==> src/rtl/pulse_pkg.sv <==
// Shared definitions for pulse_gen: FSM state encoding and default counter width.
// Optional burst mode is enabled by defining PULSE_GEN_BURST_EN.
package pulse_pkg;

    localparam int unsigned CNT_W_DEF = 8;

    localparam logic [1:0] ST_IDLE = 2'd0;
    localparam logic [1:0] ST_HIGH = 2'd1;
    localparam logic [1:0] ST_GAP  = 2'd2;

    typedef enum logic [1:0] {
        StIdle = ST_IDLE,
        StHigh = ST_HIGH,
        StGap  = ST_GAP
    } state_t;

endpackage

==> src/rtl/edge_det.sv <==
// Rising-edge detector. The delay flop's reset value is a parameter so a level
// held high through reset release can be made to not count as an edge.
module edge_det #(
    parameter logic RST_VAL = 1'b0
) (
    input  logic clk,
    input  logic rst,
    input  logic din,
    output logic rise
);

    logic din_d;

    // Delay flop tracking the previous input level
    always_ff @(posedge clk or posedge rst) begin
        if (rst) begin
            din_d <= RST_VAL;
        end else begin
            din_d <= din;
        end
    end

    assign rise = din & ~din_d;

endmodule

==> src/rtl/pulse_gen.sv <==
// Trigger-to-pulse shaper with guaranteed minimum high width and low holdoff.
// Define PULSE_GEN_BURST_EN to add the n_pulses port (pulses per trigger).
module pulse_gen
    import pulse_pkg::*;
#(
    parameter int unsigned CNT_W = CNT_W_DEF
) (
    input  logic             clk,
    input  logic             rst,
    input  logic             trig,
    input  logic [CNT_W-1:0] width,
    input  logic [CNT_W-1:0] gap,
`ifdef PULSE_GEN_BURST_EN
    input  logic [7:0]       n_pulses,
`endif
    output logic             dout,
    output logic             busy,
    output logic             done,
    output logic             miss
);

    localparam logic [CNT_W-1:0] CntOne = CNT_W'(1);

    logic             rise;
    state_t           state;
    logic [CNT_W-1:0] cnt;
    logic [CNT_W-1:0] gap_q;

`ifdef PULSE_GEN_BURST_EN
    // Width must be kept for reloading on every pulse of a burst
    logic [CNT_W-1:0] width_q;
    logic [7:0]       npl_q;
    logic [7:0]       idx_q;
    logic             last_pulse;

    // idx_q never exceeds npl_q - 1, so the increment cannot wrap
    assign last_pulse = (idx_q + 8'd1) >= npl_q;
`endif

    // Trigger delay flop resets high: a trigger held through reset is not an edge
    edge_det #(
        .RST_VAL(1'b1)
    ) u_edge_det (
        .clk (clk),
        .rst (rst),
        .din (trig),
        .rise(rise)
    );

    assign busy = (state != StIdle);

    // Pulse FSM with down-counter; dout/done/miss are registered
    always_ff @(posedge clk or posedge rst) begin
        if (rst) begin
            state   <= StIdle;
            cnt     <= '0;
            gap_q   <= '0;
            dout    <= 1'b0;
            done    <= 1'b0;
            miss    <= 1'b0;
`ifdef PULSE_GEN_BURST_EN
            width_q <= '0;
            npl_q   <= 8'd0;
            idx_q   <= 8'd0;
`endif
        end else begin
            done <= 1'b0;
            miss <= 1'b0;
            unique case (state)
                StIdle: begin
                    // Zero-width requests are silently ignored
                    if (rise && (width != '0)) begin
                        state <= StHigh;
                        cnt   <= width;
                        gap_q <= gap;
                        dout  <= 1'b1;
`ifdef PULSE_GEN_BURST_EN
                        width_q <= width;
                        npl_q   <= (n_pulses == 8'd0) ? 8'd1 : n_pulses;
                        idx_q   <= 8'd0;
`endif
                    end
                end
                StHigh: begin
                    if (rise) begin
                        miss <= 1'b1;
                    end
                    if (cnt == CntOne) begin
                        if (gap_q != '0) begin
                            state <= StGap;
                            cnt   <= gap_q;
                            dout  <= 1'b0;
`ifdef PULSE_GEN_BURST_EN
                        end else if (!last_pulse) begin
                            // Zero gap inside a burst: next pulse continues high
                            cnt   <= width_q;
                            idx_q <= idx_q + 8'd1;
`endif
                        end else begin
                            state <= StIdle;
                            cnt   <= '0;
                            dout  <= 1'b0;
                            done  <= 1'b1;
                        end
                    end else begin
                        cnt <= cnt - CntOne;
                    end
                end
                StGap: begin
                    if (rise) begin
                        miss <= 1'b1;
                    end
                    if (cnt == CntOne) begin
`ifdef PULSE_GEN_BURST_EN
                        if (!last_pulse) begin
                            state <= StHigh;
                            cnt   <= width_q;
                            dout  <= 1'b1;
                            idx_q <= idx_q + 8'd1;
                        end else begin
                            state <= StIdle;
                            cnt   <= '0;
                            done  <= 1'b1;
                        end
`else
                        state <= StIdle;
                        cnt   <= '0;
                        done  <= 1'b1;
`endif
                    end else begin
                        cnt <= cnt - CntOne;
                    end
                end
                default: begin
                    state <= StIdle;
                    cnt   <= '0;
                    dout  <= 1'b0;
                end
            endcase
        end
    end

endmodule
==> config.mk <==
export PLATFORM = sky130hd
export DESIGN_NAME = pulse_gen
export DESIGN_NICKNAME = d
export VERILOG_FILES = /design/src/rtl/pulse_pkg.sv /design/src/rtl/edge_det.sv /design/src/rtl/pulse_gen.sv
export SDC_FILE = /design/constraint.sdc
export NUM_CORES = 1
export LEC_CHECK = 0
export CAP_MARGIN = 15
export CORE_MARGIN = 1
export CORE_UTILIZATION = 50
export DETAILED_ROUTE_END_ITERATION = 10
export GPL_ROUTABILITY_DRIVEN = 0
export GPL_TIMING_DRIVEN = 0
export PLACE_DENSITY = 0.84
export SYNTH_ARGS = -nofsm -noshare
export SYNTH_HDL_FRONTEND = slang
export SYNTH_SLANG_ARGS = --single-unit
==> constraint.sdc <==
create_clock -name clk -period 5.2 [get_ports clk]
set_clock_uncertainty 0.15 [all_clocks]
set_input_delay 0.52 -clock clk [delete_from_list [all_inputs] [get_ports clk]]
set_output_delay 0.52 -clock clk [all_outputs]
set_load 0.02 [all_outputs]
==> key figures <==
Setup path
  – Crit path cell chain: inv_1 > ha_1 > clkbuf_1 > clkinv_1 > clkdlybuf4s50_1
  – Setup crit end kind: output port
  – CP max-delay cell: clkdlybuf4s50_1
  – CP Class: flip-flop to output port
  – Kind of cell adding the most delay to the critical path: buffers and inverters
  – Startpoint Class: flip-flop
  – CP peak stage delay: around 620 ps
  – Data arrival time of the worst path: ~2200 ps
  – Worst path required time: between 4000 and 5000 ps
  – CP Buf/Inv Count: 4
  – Peak fanout along the critical path: 8

Power and ir drop
  – Max VDD drop: approximately 0.35 mV
  – Power Total: around 790 µW
  – Power Density: approximately 530 nW/µm²
  – Leakage: 0.612 nW

Route
  – WL/cell: between 15 and 20 µm
  – Final WL: 2890 µm
  – Initial DRC Count: 75
  – Detailed Routing Iterations Pass 1: 4
  – Met2 Wirelength: between 1000 and 1500 µm
  – Vias post-DR: 1115
  – Vias/cell: ~6.3
  – Met3 WL: 167 µm
  – Post-DRT Antenna Nets: 0
  – M1 wire length: about 1200 µm
  – Top Metal Used: met4
  – Drc violations: 0

CTS
  – Clock slew at reported path FFs: ~110 ps
  – Clock Sinks: 22
  – Setup bufs post-CTS: 0
  – CTS buffer count: 3
  – CTS tree: built
  – Root Buffer: clkbuf_4
  – Clock Latency Late Sink: ~310 ps
  – Hold Buf Count CTS: 0
  – Post-CTS sizing: 0
  – CTS Buffer Depth: 2
  – CTS H-Tree Depth: 1

Timing
  – Final Hold Fails: 0
  – Fin crit share: 0.557
  – Max Freq: 346 MHz
  – Final min period: between 2000 and 3000 ps
  – Worst slew margin relative to its limit: 0.447
  – RSZ-0062 raised after global routing: no
  – Final setup viols: 0
  – Setup tns final: 0 ps
  – Tightest Pin Transition: roughly 830 ps
  – Slew Limit Fails: 0

Worst hold path
  – HP Class: flip-flop to flip-flop

Synthesis
  – Post-synth top flop: dfrtp_1
  – Sequential area share after synthesis: 0.454
  – Cell with the most instances after synthesis: dfrtp_1
  – Top cell type's share of synthesized area: 0.433
  – Post-synth top cells: dfrtp_1 (21), a21oi_1 (11), inv_1 (10)
  – Dominant cell type by area after synthesis: dfrtp_1
  – Post-Syn Instances: roughly 120
  – YS warnings: 0
  – Post-synth ARST share: 1.00
  – Syn Nets: roughly 150
  – Synthesized area per cell: between 9 and 10 µm²
  – Synth area leaders: dfrtp_1 (43%), mux2_2 (7.4%), ha_1 (6.2%)
  – Post-synth EDFFs: 0
  – Yosys cell types: 33
  – #FFs+latches synth: 22
  – Cell area after synthesis: ~1200 µm²

Cells and area
  – Area delta synth->final: 23.2%
  – Fin nets: about 180
  – Core Util, Final: 0.664
  – # fillers: 184
  – ANT cells: 0
  – Layout cells sized above 1: 0.121

Placed design
  – Post-DP HPWL: about 2200 µm
  – Input/output buffers: 22

Job
  – Max_cap viols: 0

Global routing
  – Number of global-route vias before repair: between 1k and 1.5k
  – Initial antenna violation count: 0
  – Largest net degree at the start of global routing: 23
  – Tot GR Track Use: 0.258
  – GRT overflow: 0
  – First-pass GRT wire length: just under 5000 µm

Floorplanning
  – Die Width: between 50 and 60 µm
  – Core Rows: 17
  – Top Ports: 23
  – Chip height: 51.3 µm
  – Die area: around 2600 µm²
  – Core Footprint: 2250 µm²
  – Initial Util: 0.539

Status
  – Status: completed
==> report_power, final <==
part / internal, mW / switching, mW
registers: 0.243 / 0.0745
logic: 0.177 / 0.214
clock network: 0.0300 / 0.0517
==> through the flow <==
stage | hold WS [ps] | area [µm²] | cells | setup slack [ps]
after floorplan | 345 | 1210 | 123 | 3200
after global placement | 370 | 1470 | 173 | 2550
after detailed placement | 386 | 1470 | 173 | 2530
after CTS | 412 | 1500 | 177 | 2340
after global routing | 427 | 1500 | 177 | 2210
final | 401 | 1500 | 177 | 2310
==> metal layers <==
metal,global-route usage,up-vias
li1,-,516
met1,0.328,528
met2,0.421,58
met3,0.0417,13
met4,0.135,0
met5,0,-
==> cells in the final DEF, fill, tap and decap left out <==
master            n
o31a_2            1
a221oi_1          4
clkinv_1          1
nand2_1           8
dfrtp_1          21
nor2_1            8
a21o_1            1
and3_1            1
a211oi_1          1
a22oi_1           1
or4_1             1
a21oi_1          11
clkdlybuf4s50_1  22
nor2b_1           1
dfstp_2           1
o21ai_0           9
clkbuf_4          3
o22a_2            1
a31oi_1           3
nor4_1            5
nor3_1            3
nand2b_1          1
o22ai_1           4
clkbuf_1          3
mux2_2            8
a22o_1            1
o21ai_1           1
mux2i_1           1
or3b_2            1
a2111oi_0         1
o41ai_2           1
or4_4             2
ha_1              6
nor3b_1           2
inv_1            10
==> worst register-to-register path: stages, from the launching register on <==
cell	delay, ps
dfrtp_1	440
inv_1	100
ha_1	180
nor3b_1	640
a21o_1	340
nor2_1	90
a221oi_1	290
o21ai_0	150
==> registers in the layout (all words and copies together), names as in the netlist <==
register          count
state                 2
cnt                   8
done                  1
dout                  1
u_edge_det.din_d      1
miss                  1
gap_q                 8
==> cell type report <==
type,instances,area [µm²],share of cell area
buffer,2,7.51,0.00502
inverter,11,41.3,0.0276
sequential,22,552,0.369
multi-input combinational,88,614,0.411
clock buffer,4,26.3,0.0176
timing repair buffer,22,220,0.147
tap,28,35.0,0.0234
==> worst paths after layout <==
check,from,end,slack [ps],cells past startpoint
min in group asynchronous,rst,dout,510,2
setup / recovery,state[1],busy,2310,5
setup reg to reg,cnt[1],cnt[3],2690,7
max in group asynchronous,rst,cnt[2],3880,2
hold / removal,dout,dout,400,2
hold reg to reg,dout,dout,400,2
==> logic make-up after synthesis <==
| kind of cell | share of synthesized area |
|---|---|
| AO/OA/AOI/OAI | 0.214 |
| adder cells (fa/ha/maj) | 0.0618 |
| buffers and inverters | 0.0402 |
| flip-flops | 0.454 |
| multiplexers | 0.0824 |
| AND/OR/NAND/NOR | 0.147 |
Note: power is estimated with default switching activity, not from simulation.
